===== config.mk =====
export PLATFORM = sky130hd
export DESIGN_NAME = debug_unit
export DESIGN_NICKNAME = d
export VERILOG_FILES = /design/src/rtl/debug_unit.sv
export SDC_FILE = /design/constraint.sdc
export NUM_CORES = 1
export LEC_CHECK = 0
export CAP_MARGIN = 0
export CORE_MARGIN = 4
export CORE_UTILIZATION = 52
export DETAILED_ROUTE_END_ITERATION = 8
export PLACE_DENSITY_LB_ADDON = 0.12
export RECOVER_POWER = 50
export SLEW_MARGIN = 25
export SYNTH_ARGS = -nofsm -noshare
export SYNTH_HDL_FRONTEND = slang
export SYNTH_SLANG_ARGS = --single-unit

===== constraint.sdc =====
create_clock -name clk -period 21.2 [get_ports clk]
set_input_delay 4.24 -clock clk [delete_from_list [all_inputs] [get_ports clk]]
set_output_delay 4.24 -clock clk [all_outputs]
set_load 0.01 [all_outputs]

===== src/rtl/debug_unit.sv =====
// debug_unit: host-side debug controller for the MIPS core.
// Decodes UART command bytes, loads program words into instruction memory,
// gates pipeline advance through o_step (single step or run-to-end) and
// streams a status byte plus a 304-bit pipeline snapshot back over the UART.
module debug_unit #(
    parameter int NB_DATA = 32,
    parameter int RUN_MAX = 65535
) (
    input  logic               clk,
    input  logic               i_reset,
    input  logic [7:0]         i_rx_data,
    input  logic               i_rx_valid,
    input  logic               i_tx_done,
    output logic [7:0]         o_tx_data,
    output logic               o_tx_start,
    output logic               o_we_IF,
    output logic [NB_DATA-1:0] o_instruction_data,
    output logic [31:0]        o_instruction_addr,
    output logic               o_step,
    input  logic               i_end,
    input  logic [143:0]       i_seg_ID_EX,
    input  logic [31:0]        i_seg_EX_MEM,
    input  logic [47:0]        i_seg_MEM_WB,
    input  logic [39:0]        i_seg_WB_ID,
    input  logic [23:0]        i_ctrl_ID_EX,
    input  logic [15:0]        i_pc_lsb
);

    // FSM state encoding
    localparam logic [3:0] IDLE       = 4'd0;
    localparam logic [3:0] LOAD_CNT   = 4'd1;
    localparam logic [3:0] LOAD_BYTE  = 4'd2;
    localparam logic [3:0] LOAD_WRITE = 4'd3;
    localparam logic [3:0] ACK        = 4'd4;
    localparam logic [3:0] STEP       = 4'd5;
    localparam logic [3:0] RUN        = 4'd6;
    localparam logic [3:0] SNAP       = 4'd7;
    localparam logic [3:0] TX_SEND    = 4'd8;
    localparam logic [3:0] TX_WAIT    = 4'd9;

    // Command and status bytes
    localparam logic [7:0] CMD_LOAD     = 8'h4C;  // 'L'
    localparam logic [7:0] CMD_STEP     = 8'h53;  // 'S'
    localparam logic [7:0] CMD_RUN      = 8'h43;  // 'C'
    localparam logic [7:0] ACK_BYTE     = 8'h4B;  // 'K'
    localparam logic [7:0] STAT_STEP    = 8'h53;  // 'S'
    localparam logic [7:0] STAT_END     = 8'h45;  // 'E'
    localparam logic [7:0] STAT_TIMEOUT = 8'h54;  // 'T'

    localparam int         SNAP_W     = 304;
    localparam logic [5:0] FRAME_LAST = 6'd38;    // index of the final frame byte
    // The counter value seen during the last permitted advance cycle
    localparam logic [15:0] RUN_LAST  = 16'(RUN_MAX - 1);

    logic [3:0]        state;
    logic [7:0]        wordCnt;    // number of words announced by the host
    logic [7:0]        wordIdx;    // index of the word currently being assembled
    logic [1:0]        byteCnt;    // bytes already received for the current word
    logic [23:0]       wordBuf;    // first three bytes of the current word
    logic [15:0]       runCnt;     // advance cycles spent in continuous mode
    logic [7:0]        status;     // frame byte 0
    logic [5:0]        txIdx;      // frame byte currently outstanding
    logic [SNAP_W-1:0] snapshot;   // shifted left one byte per transmitted byte

    // Main controller: command decode, program load, step/run gating, frame transmit
    // NOTE: every register here is assigned with <= so all reads in this block
    // see the pre-edge values, exactly like the flops they become.
    always_ff @(posedge clk or posedge i_reset) begin
        if (i_reset) begin
            state              <= IDLE;
            wordCnt            <= 8'd0;
            wordIdx            <= 8'd0;
            byteCnt            <= 2'd0;
            wordBuf            <= 24'd0;
            runCnt             <= 16'd0;
            status             <= 8'd0;
            txIdx              <= 6'd0;
            // NOTE: the snapshot is a plain register bank, not a RAM, so it is
            // reset like any other state; a stale frame can never leak out.
            snapshot           <= '0;
            o_tx_data          <= 8'h00;
            o_tx_start         <= 1'b0;
            o_we_IF            <= 1'b0;
            o_instruction_data <= '0;
            o_instruction_addr <= 32'd0;
            o_step             <= 1'b1;
        end else begin
            // NOTE: pulse outputs default low here and are raised only by the
            // branch that needs them, so each is high for exactly one cycle.
            o_tx_start <= 1'b0;
            o_we_IF    <= 1'b0;

            case (state)
                IDLE: begin
                    if (i_rx_valid) begin
                        case (i_rx_data)
                            CMD_LOAD: state <= LOAD_CNT;
                            CMD_STEP: begin
                                state  <= STEP;
                                status <= STAT_STEP;
                                o_step <= 1'b0;
                            end
                            CMD_RUN: begin
                                state  <= RUN;
                                runCnt <= 16'd0;
                                o_step <= 1'b0;
                            end
                            default: ;  // unknown command bytes are ignored
                        endcase
                    end
                end

                LOAD_CNT: begin
                    if (i_rx_valid) begin
                        wordCnt <= i_rx_data;
                        wordIdx <= 8'd0;
                        byteCnt <= 2'd0;
                        if (i_rx_data == 8'd0) begin
                            state      <= ACK;
                            o_tx_data  <= ACK_BYTE;
                            o_tx_start <= 1'b1;
                        end else begin
                            state <= LOAD_BYTE;
                        end
                    end
                end

                LOAD_BYTE: begin
                    if (i_rx_valid) begin
                        wordBuf <= {wordBuf[15:0], i_rx_data};
                        byteCnt <= byteCnt + 2'd1;
                        if (byteCnt == 2'd3) begin
                            // Big-endian: the first byte received ends up in [31:24]
                            o_instruction_data <= NB_DATA'({wordBuf, i_rx_data});
                            o_instruction_addr <= {22'd0, wordIdx, 2'b00};
                            o_we_IF            <= 1'b1;
                            state              <= LOAD_WRITE;
                        end
                    end
                end

                LOAD_WRITE: begin
                    wordIdx <= wordIdx + 8'd1;
                    if (wordIdx == wordCnt - 8'd1) begin
                        state      <= ACK;
                        o_tx_data  <= ACK_BYTE;
                        o_tx_start <= 1'b1;
                    end else begin
                        state <= LOAD_BYTE;
                    end
                end

                ACK: begin
                    // A done coincident with our own start pulse is not genuine
                    if (!o_tx_start && i_tx_done) begin
                        state <= IDLE;
                    end
                end

                STEP: begin
                    o_step <= 1'b1;
                    state  <= SNAP;
                end

                RUN: begin
                    runCnt <= runCnt + 16'd1;
                    if (i_end) begin
                        status <= STAT_END;
                        o_step <= 1'b1;
                        state  <= SNAP;
                    end else if (runCnt == RUN_LAST) begin
                        status <= STAT_TIMEOUT;
                        o_step <= 1'b1;
                        state  <= SNAP;
                    end
                end

                SNAP: begin
                    snapshot   <= {i_seg_ID_EX, i_seg_EX_MEM, i_seg_MEM_WB,
                                   i_seg_WB_ID, i_ctrl_ID_EX, i_pc_lsb};
                    o_tx_data  <= status;
                    o_tx_start <= 1'b1;
                    txIdx      <= 6'd0;
                    state      <= TX_SEND;
                end

                TX_SEND: begin
                    // Start pulse is on the wire this cycle; any done is ignored
                    state <= TX_WAIT;
                end

                TX_WAIT: begin
                    if (i_tx_done) begin
                        if (txIdx == FRAME_LAST) begin
                            state <= IDLE;
                        end else begin
                            txIdx      <= txIdx + 6'd1;
                            o_tx_data  <= snapshot[SNAP_W-1 -: 8];
                            snapshot   <= {snapshot[SNAP_W-9:0], 8'h00};
                            o_tx_start <= 1'b1;
                            state      <= TX_SEND;
                        end
                    end
                end

                default: state <= IDLE;
            endcase
        end
    end

endmodule


==> results.py, run 1 <==
metrics = {
    "run_status": {
        "status": "finished, violations left",
        "violations": "capacitance limit, slew limit",
    },
    "flow_run": {
        "max_cap_violations": 8,
    },
    "critical_path": {
        "path_delay_family": "buffers and inverters",
        "worstSetupStartpoint": "i_reset",
        "crit_fanout": 111,
        "r2r_setup_slack_ps": 15970,
        "crit_slowest_cell": "clkbuf_1",
        "start_kind": "input port",
        "reg2reg_from": "state[3]",
        "path_cells": "dlygate4sd3_1, clkinvlp_2, clkbuf_1",
        "worst-path-buf-inv": 3,
        "crit_path_max_incr_delay_ps": 2880,
        "cp.arrival_ps": 10480,
        "critPathKind": "in2async",
        "cp.required_ps": 20970,
        "crit_path_end_kind": "async pin",
    },
    "synth": {
        "synth.ff_latch_count": 428,
        "synth_edf_count": 0,
        "ys_types": 62,
        "synth.area.top_cells": "dfrtp_1 55%, mux2i_1 15%, o21ai_0 8.1%",
        "yosys.area.top_type": "dfrtp_1",
        "yosysWarnings": 0,
        "syn_inst": 1810,
        "async_flop_share_pct": 100,
        "avgSynthCellArea_um2": 10.8,
        "seq_area_frac_synth_pct": 54.8,
        "syn_area_um2": 19500,
        "yosysTopAreaCellShare_pct": 54.7,
        "yosys_most_used_dff": "dfrtp_1",
    },
    "global_route": {
        "antenna_found_initial": 25,
        "grt_max_degree": 314,
        "overflow": 0,
        "grt_pass1_wl_um": 75800,
        "grt_usage_pct": 22.9,
        "grt_pass1_vias": 14100,
    },
    "timing": {
        "relSlewSlack_pct": -220,
        "finalCriticalPeriod_ps": 10710,
        "fin_skew_ps": 28.4,
        "setup_tns_ps": 0,
        "finalCritPeriodShare_pct": 50.5,
        "fin_ws_ps": 10490,
        "fmax_ghz": 0.0934,
        "rsz0062_at_grt": "no",
        "setup_violations": 0,
        "tightestPinTransition_ps": 4770,
        "hold_violations": 0,
        "slew_violations": 517,
    },
    "finish": {
        "layout_common_cells": "427 x dfrtp_1, 336 x nand2_1, 318 x o21ai_0",
        "drive_above_1_share_pct": 6.99,
        "area_growth_pct": 27.2,
        "final_common_cell": "dfrtp_1",
        "fin_nets": 2441,
        "fillers": 2877,
    },
    "drt": {
        "ant_nets": 0,
        "drc": 0,
        "post_drt_wl_per_cell_um": 17.9,
        "vias": 14100,
        "wirelength_um": 47800,
        "via_per_inst": 5.31,
        "drt_first_pass_iters": 5,
        "drt-initial-drc-count": 825,
    },
    "clock_network": {
        "cts_tree": "built",
        "postCtsHoldBufs": 0,
        "cts_max_level": 2,
        "post_cts_buffers": 0,
        "cts-resized-gates": 0,
        "clockRootBuffer": "clkbuf_16",
        "numCtsBuffers": 45,
        "clock_path_buffers": 3,
        "clock-sinks": 428,
        "clk_latency_ps": 560,
        "path_clk_slew_ps": 60,
    },
    "die": {
        "ios": 392,
        "start_util_pct": 53.0,
        "dieHeight_um": 202,
        "die_x_um": 202,
        "rows": 70,
        "die_area_um2": 40700,
        "core_area_um2": 36900,
    },
    "placement": {
        "place_hpwl_um": 33200,
        "place_congestion": 0.843,
        "place_ws_ps": 13820,
        "port_buffers": 367,
    },
    "min_path": {
        "hp-class": "reg2reg",
        "hold_start": "snapshot[161]",
    },
    "power_and_ir_drop": {
        "peakVddDrop_mv": 0.0696,
        "powerDensity_nw_per_um2": 120,
        "p_leak_nw": 13.0,
    },
}
[through the flow]
step	total power (W)	instance area, um2	hold slack, ps	utilization [%]	std cells
3_3_place_gp	0.00219	23400	460	63.4	2570
5_1_grt	0.00319	24800	492	67.4	2664
4_1_cts	0.00303	24900	482	67.4	2648
6_report	0.00298	24800	478	67.4	2664
3_5_place_dp	0.00224	23400	469	63.5	2572
2_1_floorplan	0.00192	19600	440	-	1833
[routing by layer]
layer / track usage [%] / part of all wire [%]
met4: 7.01 / 2.5
met1: 30.2 / 43
met5: 0 / 0.24
met3: 7.22 / 7.6
met2: 36.5 / 47
[worst min-delay path, cell delays in order, from the launching register on]
cell and delay, ps:
dfrtp_1 340, nand2_1 40, o21ai_0 60
[state kept, by name, summed over array words and instances (netlist names), 4 cells and up]
signal / flops
snapshot: 304
o_instruction_data: 32
wordBuf: 24
runCnt: 16
o_instruction_addr: 8
o_tx_data: 8
wordCnt: 8
wordIdx: 8
txIdx: 6
status: 5
state: 4
[cell usage after synthesis (4+ instances only)]
| library cell | n |
|---|---|
| a21oi_1 | 5 |
| a22o_1 | 10 |
| a31oi_1 | 5 |
| and4_1 | 5 |
| buf_1 | 8 |
| buf_2 | 40 |
| buf_4 | 26 |
| clkbuf_1 | 72 |
| dfrtp_1 | 427 |
| ha_1 | 7 |
| inv_1 | 13 |
| mux2_1 | 4 |
| mux2_2 | 68 |
| mux2i_1 | 298 |
| nand2_1 | 336 |
| nand3_1 | 14 |
| nand4_1 | 7 |
| nor2_1 | 33 |
| nor2b_1 | 6 |
| nor3_1 | 6 |
| o21ai_0 | 318 |
| o22ai_1 | 9 |
| o31ai_1 | 4 |
| or3_1 | 7 |
| xnor2_1 | 11 |
| xor2_1 | 17 |
[cell families (layout without fill, tap and decap cells)]
group                      Yosys count  after routing  share of synthesized area (%)
muxes                              372            372                           19.6
AOI/OAI and AO/OA                  368            368                           10.2
adders and majority gates            8              8                          0.500
other                                1             38                         0.0192
and+or+nand+nor                    446            446                           9.78
DFF                                428            428                           54.8
buffers and inverters              159            472                           3.81
xor gates and xnor gates            28             28                           1.26
[path summary, 6_finish.rpt]
kind | endpoint | cells past startpoint
setup reg to reg | snapshot[35] | 7
hold / removal | snapshot[161] | 2
hold reg to reg | snapshot[161] | 2
setup / recovery | snapshot[9] | 3
min in group asynchronous | snapshot[249] | 2
max in group clk | snapshot[35] | 7
[power breakdown]
| part | leakage, nW | total, W | internal (W) | switching [W] |
|---|---|---|---|---|
| clock | 0.691 | 0.000772 | 0.000459 | 0.000313 |
| combinational | 6.89 | 0.000792 | 0.000395 | 0.000397 |
| sequential | 5.39 | 0.00141 | 0.00118 | 0.000233 |
| total | 13.0 | 0.00298 | 0.00203 | 0.000943 |
[layout make-up]
cell class,instances,area (um2),area share (%)
flip-flops and latches,428,10700,43.1
multi-input cells,1246,8150,32.8
repair buffers,383,3840,15.5
clock buffers,70,1310,5.28
well taps,504,631,2.54
clock inverters,6,109,0.438
inverters,13,50.0,0.201
diodes,14,35.0,0.141
No activity file was read; power rests on OpenSTA's default activity.
==> inputs of run 2 (changes only) <==
==> constraint.sdc (replaced) <==
create_clock -name clk -period 9.95 [get_ports clk]
set_input_delay 1.99 -clock clk [delete_from_list [all_inputs] [get_ports clk]]
set_output_delay 1.99 -clock clk [all_outputs]
set_load 0.01 [all_outputs]
==> run 2 against run 1 <==
Against the previous run: combinational power increased by 110%; the run still ends with capacitance limit, slew limit left; non-clock buffer count increased by 1; largest power group unchanged; first-iteration DRC count unchanged; clock power increased by 120%; count of clock-buffer cells in the layout increased by 1; setup slack got worse by 6800 ps; via count decreased by 1.1%; clock skew decreased by 8.1 ps; design area increased by 0.55%; critical path type unchanged; critical endpoint is now o_instruction_data[7].
==> results.py, run 2 (synthesis results as in run 1) <==
metrics = {
    "run_status": {
        "status": "finished, violations left",
        "violations": "capacitance limit, slew limit",
    },
    "drt": {
        "vias": 14000,
        "ant_nets": 0,
        "drt-initial-drc-count": 825,
        "post_drt_wl_per_cell_um": 18.2,
        "via_per_inst": 5.24,
        "wirelength_um": 48600,
        "drc": 0,
        "drt_first_pass_iters": 6,
    },
    "clock_network": {
        "numCtsBuffers": 46,
        "clock_path_buffers": 3,
        "cts_tree": "built",
        "cts-resized-gates": 0,
        "cts_max_level": 2,
        "postCtsHoldBufs": 0,
        "post_cts_buffers": 0,
        "clockRootBuffer": "clkbuf_16",
        "path_clk_slew_ps": 60,
        "clk_latency_ps": 550,
        "clock-sinks": 428,
    },
    "timing": {
        "finalCriticalPeriod_ps": 6230,
        "relSlewSlack_pct": -199,
        "setup_violations": 0,
        "fin_skew_ps": 20.3,
        "fmax_ghz": 0.161,
        "slew_violations": 148,
        "setup_tns_ps": 0,
        "hold_violations": 0,
        "rsz0062_at_grt": "no",
        "tightestPinTransition_ps": 4490,
        "finalCritPeriodShare_pct": 62.6,
    },
    "critical_path": {
        "path_cells": "dlygate4sd3_1, clkinvlp_4, clkbuf_1",
        "start_kind": "input port",
        "cp.required_ps": 9550,
        "cp.arrival_ps": 5820,
        "crit_fanout": 82,
        "crit_path_end_kind": "async pin",
        "critPathKind": "in2async",
        "path_delay_family": "buffers and inverters",
        "crit_path_max_incr_delay_ps": 3110,
        "worst-path-buf-inv": 3,
        "crit_slowest_cell": "clkbuf_1",
    },
    "finish": {
        "final_common_cell": "dfrtp_1",
        "final_area_um2": 25000,
        "largest-register": "snapshot",
        "top_regs": "snapshot: 304 flops, o_instruction_data: 32 flops, wordBuf: 24 flops",
        "fillers": 2843,
        "postLayoutCoreUtil_pct": 67.8,
        "drive_above_1_share_pct": 7.82,
        "largest_reg_flops": 304,
        "layout_common_cells": "427 x dfrtp_1, 336 x nand2_1, 318 x o21ai_0",
        "fin_nets": 2443,
        "area_growth_pct": 27.9,
    },
    "placement": {
        "post_dp_cell_area_um2": 23400,
        "place_congestion": 0.824,
        "port_buffers": 367,
        "place_hpwl_um": 33300,
    },
    "die": {
        "die_area_um2": 40700,
        "die_x_um": 202,
        "core_area_um2": 36900,
        "ios": 392,
        "rows": 70,
        "start_util_pct": 53.0,
        "dieHeight_um": 202,
    },
    "global_route": {
        "overflow": 0,
        "grt_usage_pct": 23.3,
        "grt_max_degree": 305,
        "antenna_found_initial": 25,
        "grt_pass1_wl_um": 77200,
        "grt_pass1_vias": 14500,
    },
    "power_and_ir_drop": {
        "peakVddDrop_mv": 0.140,
        "powerDensity_nw_per_um2": 255,
        "p_leak_nw": 13.1,
    },
    "flow_run": {
        "max_cap_violations": 3,
    },
    "min_path": {
        "hp-class": "reg2reg",
    },
}
run 2: changes by cell type in the layout (fill, tap and decap cells not counted), sizes merged:
cell	change
clkbuf	-4
bufinv	-2
diode	+2
buf	+6
clkinv	+3
run 2: layer usage:
metal,track usage [%],part of all wire [%],vias to the layer above,routed length [um]
li1,-,-,6864,-
met1,30.9,43,6670,20800
met2,36.9,47,353,22900
met3,7.60,7.5,74,3660
met4,7.20,2.2,18,1050
met5,0,0.26,-,125
run 2: path summary, 6_finish.rpt:
kind                               start                     to  slack, ps  cells past startpoint
max                              i_reset  o_instruction_data[7]       3720                      3
min in group asynchronous        i_reset           snapshot[96]       3700                      3
max reg2reg                     state[1]          snapshot[282]       5520                      6
max in group clk              i_rx_valid  o_instruction_addr[5]       5100                      5
min                        snapshot[265]          snapshot[265]        470                      2
min reg2reg                snapshot[265]          snapshot[265]        470                      2
run 2: where the power goes:
group | leakage [nW] | internal (W) | switching [W]
Combinational | 6.94 | 0.000850 | 0.000851
Clock | 0.724 | 0.000984 | 0.000676
Sequential | 5.39 | 0.00251 | 0.000502
run 2: tightest hold or removal path, stage by stage, from the launching register on:
cell and delay, ps:
dfrtp_1 340, nand2_1 40, o21ai_0 50
run 2: cell type report:
| cell class | count | area [um2] | share of cell area [%] |
|---|---|---|---|
| Timing Repair Buffer | 384 | 3920 | 15.7 |
| Multi-Input combinational cell | 1246 | 8170 | 32.7 |
| Clock buffer | 71 | 1400 | 5.59 |
| Tap cell | 504 | 631 | 2.52 |
| Sequential cell | 428 | 10700 | 42.9 |
| Clock inverter | 7 | 63.8 | 0.255 |
| Antenna cell | 16 | 40.0 | 0.160 |
| Inverter | 13 | 52.6 | 0.210 |
run 2: through the flow:
step	total power [W]	setup WS [ps]	std cells	hold slack (ps)
2_1_floorplan	0.00409	2180	1833	440
3_3_place_gp	0.00466	5150	2571	460
3_5_place_dp	0.00477	4960	2572	468
4_1_cts	0.00646	5440	2650	481
5_1_grt	0.00684	2670	2667	499
6_report	0.00637	3720	2669	473
==> inputs of run 3 (changes only) <==
==> constraint.sdc (replaced) <==
create_clock -name clk -period 6.2 [get_ports clk]
set_input_delay 1.24 -clock clk [delete_from_list [all_inputs] [get_ports clk]]
set_output_delay 1.24 -clock clk [all_outputs]
set_load 0.01 [all_outputs]
==> run 3 against run 2 <==
Against the previous run: the flow still finishes with violations (capacitance limit, slew limit); die area stayed put; largest cell class unchanged; count of clock-buffer cells in the layout fell by 3; sequential cell count unchanged; utilization decreased by 0.10 points.
==> results.py, run 3 (synthesis results as in run 1) <==
metrics = {
    "drt": {
        "drt-initial-drc-count": 881,
        "ant_nets": 0,
        "post_drt_wl_per_cell_um": 18.1,
        "drt_first_pass_iters": 5,
        "vias": 14000,
        "drc": 0,
        "via_per_inst": 5.25,
        "wirelength_um": 48200,
    },
    "timing": {
        "setup_tns_ps": 0,
        "rsz0062_at_grt": "no",
        "fin_skew_ps": 39.4,
        "setup_violations": 0,
        "fmax_ghz": 0.221,
        "whs_ps": 477,
        "finalCritPeriodShare_pct": 73.1,
        "slew_violations": 136,
        "tightestPinTransition_ps": 2340,
        "hold_violations": 0,
        "finalCriticalPeriod_ps": 4530,
        "relSlewSlack_pct": -56.0,
    },
    "clock_network": {
        "clock-sinks": 428,
        "clk_latency_ps": 570,
        "post_cts_buffers": 0,
        "path_clk_slew_ps": 60,
        "clockRootBuffer": "clkbuf_16",
        "cts-resized-gates": 0,
        "numCtsBuffers": 45,
        "postCtsHoldBufs": 0,
        "cts_tree": "built",
        "clock_path_buffers": 3,
        "cts_max_level": 2,
    },
    "die": {
        "core_area_um2": 36900,
        "rows": 70,
        "start_util_pct": 53.0,
        "die_x_um": 202,
        "ios": 392,
        "dieHeight_um": 202,
        "die_area_um2": 40700,
    },
    "finish": {
        "largest_reg_flops": 304,
        "largest-register": "snapshot",
        "final_area_um2": 24900,
        "layout_common_cells": "427 x dfrtp_1, 363 x clkdlybuf4s50_1, 336 x nand2_1",
        "final_common_cell": "dfrtp_1",
        "drive_above_1_share_pct": 7.58,
        "fillers": 2810,
        "top_regs": "snapshot: 304 flops, o_instruction_data: 32 flops, wordBuf: 24 flops",
        "fin_nets": 2440,
        "area_growth_pct": 27.7,
        "postLayoutCoreUtil_pct": 67.7,
    },
    "critical_path": {
        "crit_fanout": 207,
        "start_kind": "flop",
        "critPathKind": "reg2reg",
        "cp.required_ps": 6600,
        "cp.arrival_ps": 4930,
        "crit_path_end_kind": "flop",
    },
    "global_route": {
        "overflow": 0,
        "antenna_found_initial": 22,
        "grt_pass1_vias": 14300,
        "grt_usage_pct": 23.1,
        "grt_max_degree": 322,
        "grt_pass1_wl_um": 76800,
    },
    "placement": {
        "post_dp_cell_area_um2": 23400,
        "port_buffers": 367,
        "place_congestion": 0.824,
        "place_hpwl_um": 33300,
    },
    "flow_run": {
        "max_cap_violations": 4,
    },
    "power_and_ir_drop": {
        "total_power_w": 0.0104,
        "powerDensity_nw_per_um2": 415,
        "p_leak_nw": 12.9,
        "peakVddDrop_mv": 0.381,
    },
    "run_status": {
        "violations": "capacitance limit, slew limit",
        "status": "finished, violations left",
    },
    "min_path": {
        "hp-class": "reg2reg",
    },
}
[run 3: cell type report]
type / instances / area, um2 / area share, %
Tap cell: 504 / 631 / 2.53
Timing Repair Buffer: 382 / 3870 / 15.5
Sequential cell: 428 / 10700 / 42.9
Clock inverter: 12 / 214 / 0.858
Clock buffer: 68 / 1280 / 5.14
Inverter: 13 / 50.0 / 0.201
Antenna cell: 11 / 27.5 / 0.110
Multi-Input combinational cell: 1246 / 8160 / 32.7
[run 3: per-layer routing]
| metal | vias up | GRT usage, % | routed length [um] |
|---|---|---|---|
| met3 | 80 | 7.81 | 3830 |
| met5 | - | 0 | 150 |
| met1 | 6670 | 30.5 | 20500 |
| li1 | 6854 | - | - |
| met2 | 360 | 36.9 | 22800 |
| met4 | 22 | 6.52 | 988 |
[run 3: metrics by stage]
stage          setup slack, ps  cells
6_report                  1670   2664
5_1_grt                   1260   2662
4_1_cts                   2640   2651
3_5_place_dp              2350   2571
3_3_place_gp              2410   2571
2_1_floorplan             -817   1833
[run 3: worst paths after layout]
| path | end | start | slack (ps) | cells after the start |
|---|---|---|---|---|
| max | snapshot[162] | state[1] | 1670 | 7 |
| min | status[6] | status[6] | 480 | 1 |
| max reg2reg | snapshot[162] | state[1] | 1670 | 7 |
| min reg2reg | status[6] | status[6] | 480 | 1 |
| max in group asynchronous | snapshot[225] | i_reset | 2100 | 4 |
| min in group asynchronous | snapshot[87] | i_reset | 1270 | 2 |
[run 3: power by group]
group	switching [W]	internal [W]	total, W	leakage (nW)
Sequential	0.000817	0.00403	0.00484	5.39
Clock	0.00110	0.00164	0.00274	0.725
Combinational	0.00137	0.00141	0.00278	6.82
Total	0.00328	0.00707	0.0104	12.9
[run 3: critical path, cell delays in order, from the launching register on]
cell	delay [ps]
dfrtp_1	610
nand4bb_1	1650
a211oi_4	950
nor2_4	140
buf_12	230
buf_16	310
nand2_1	200
o21ai_0	120
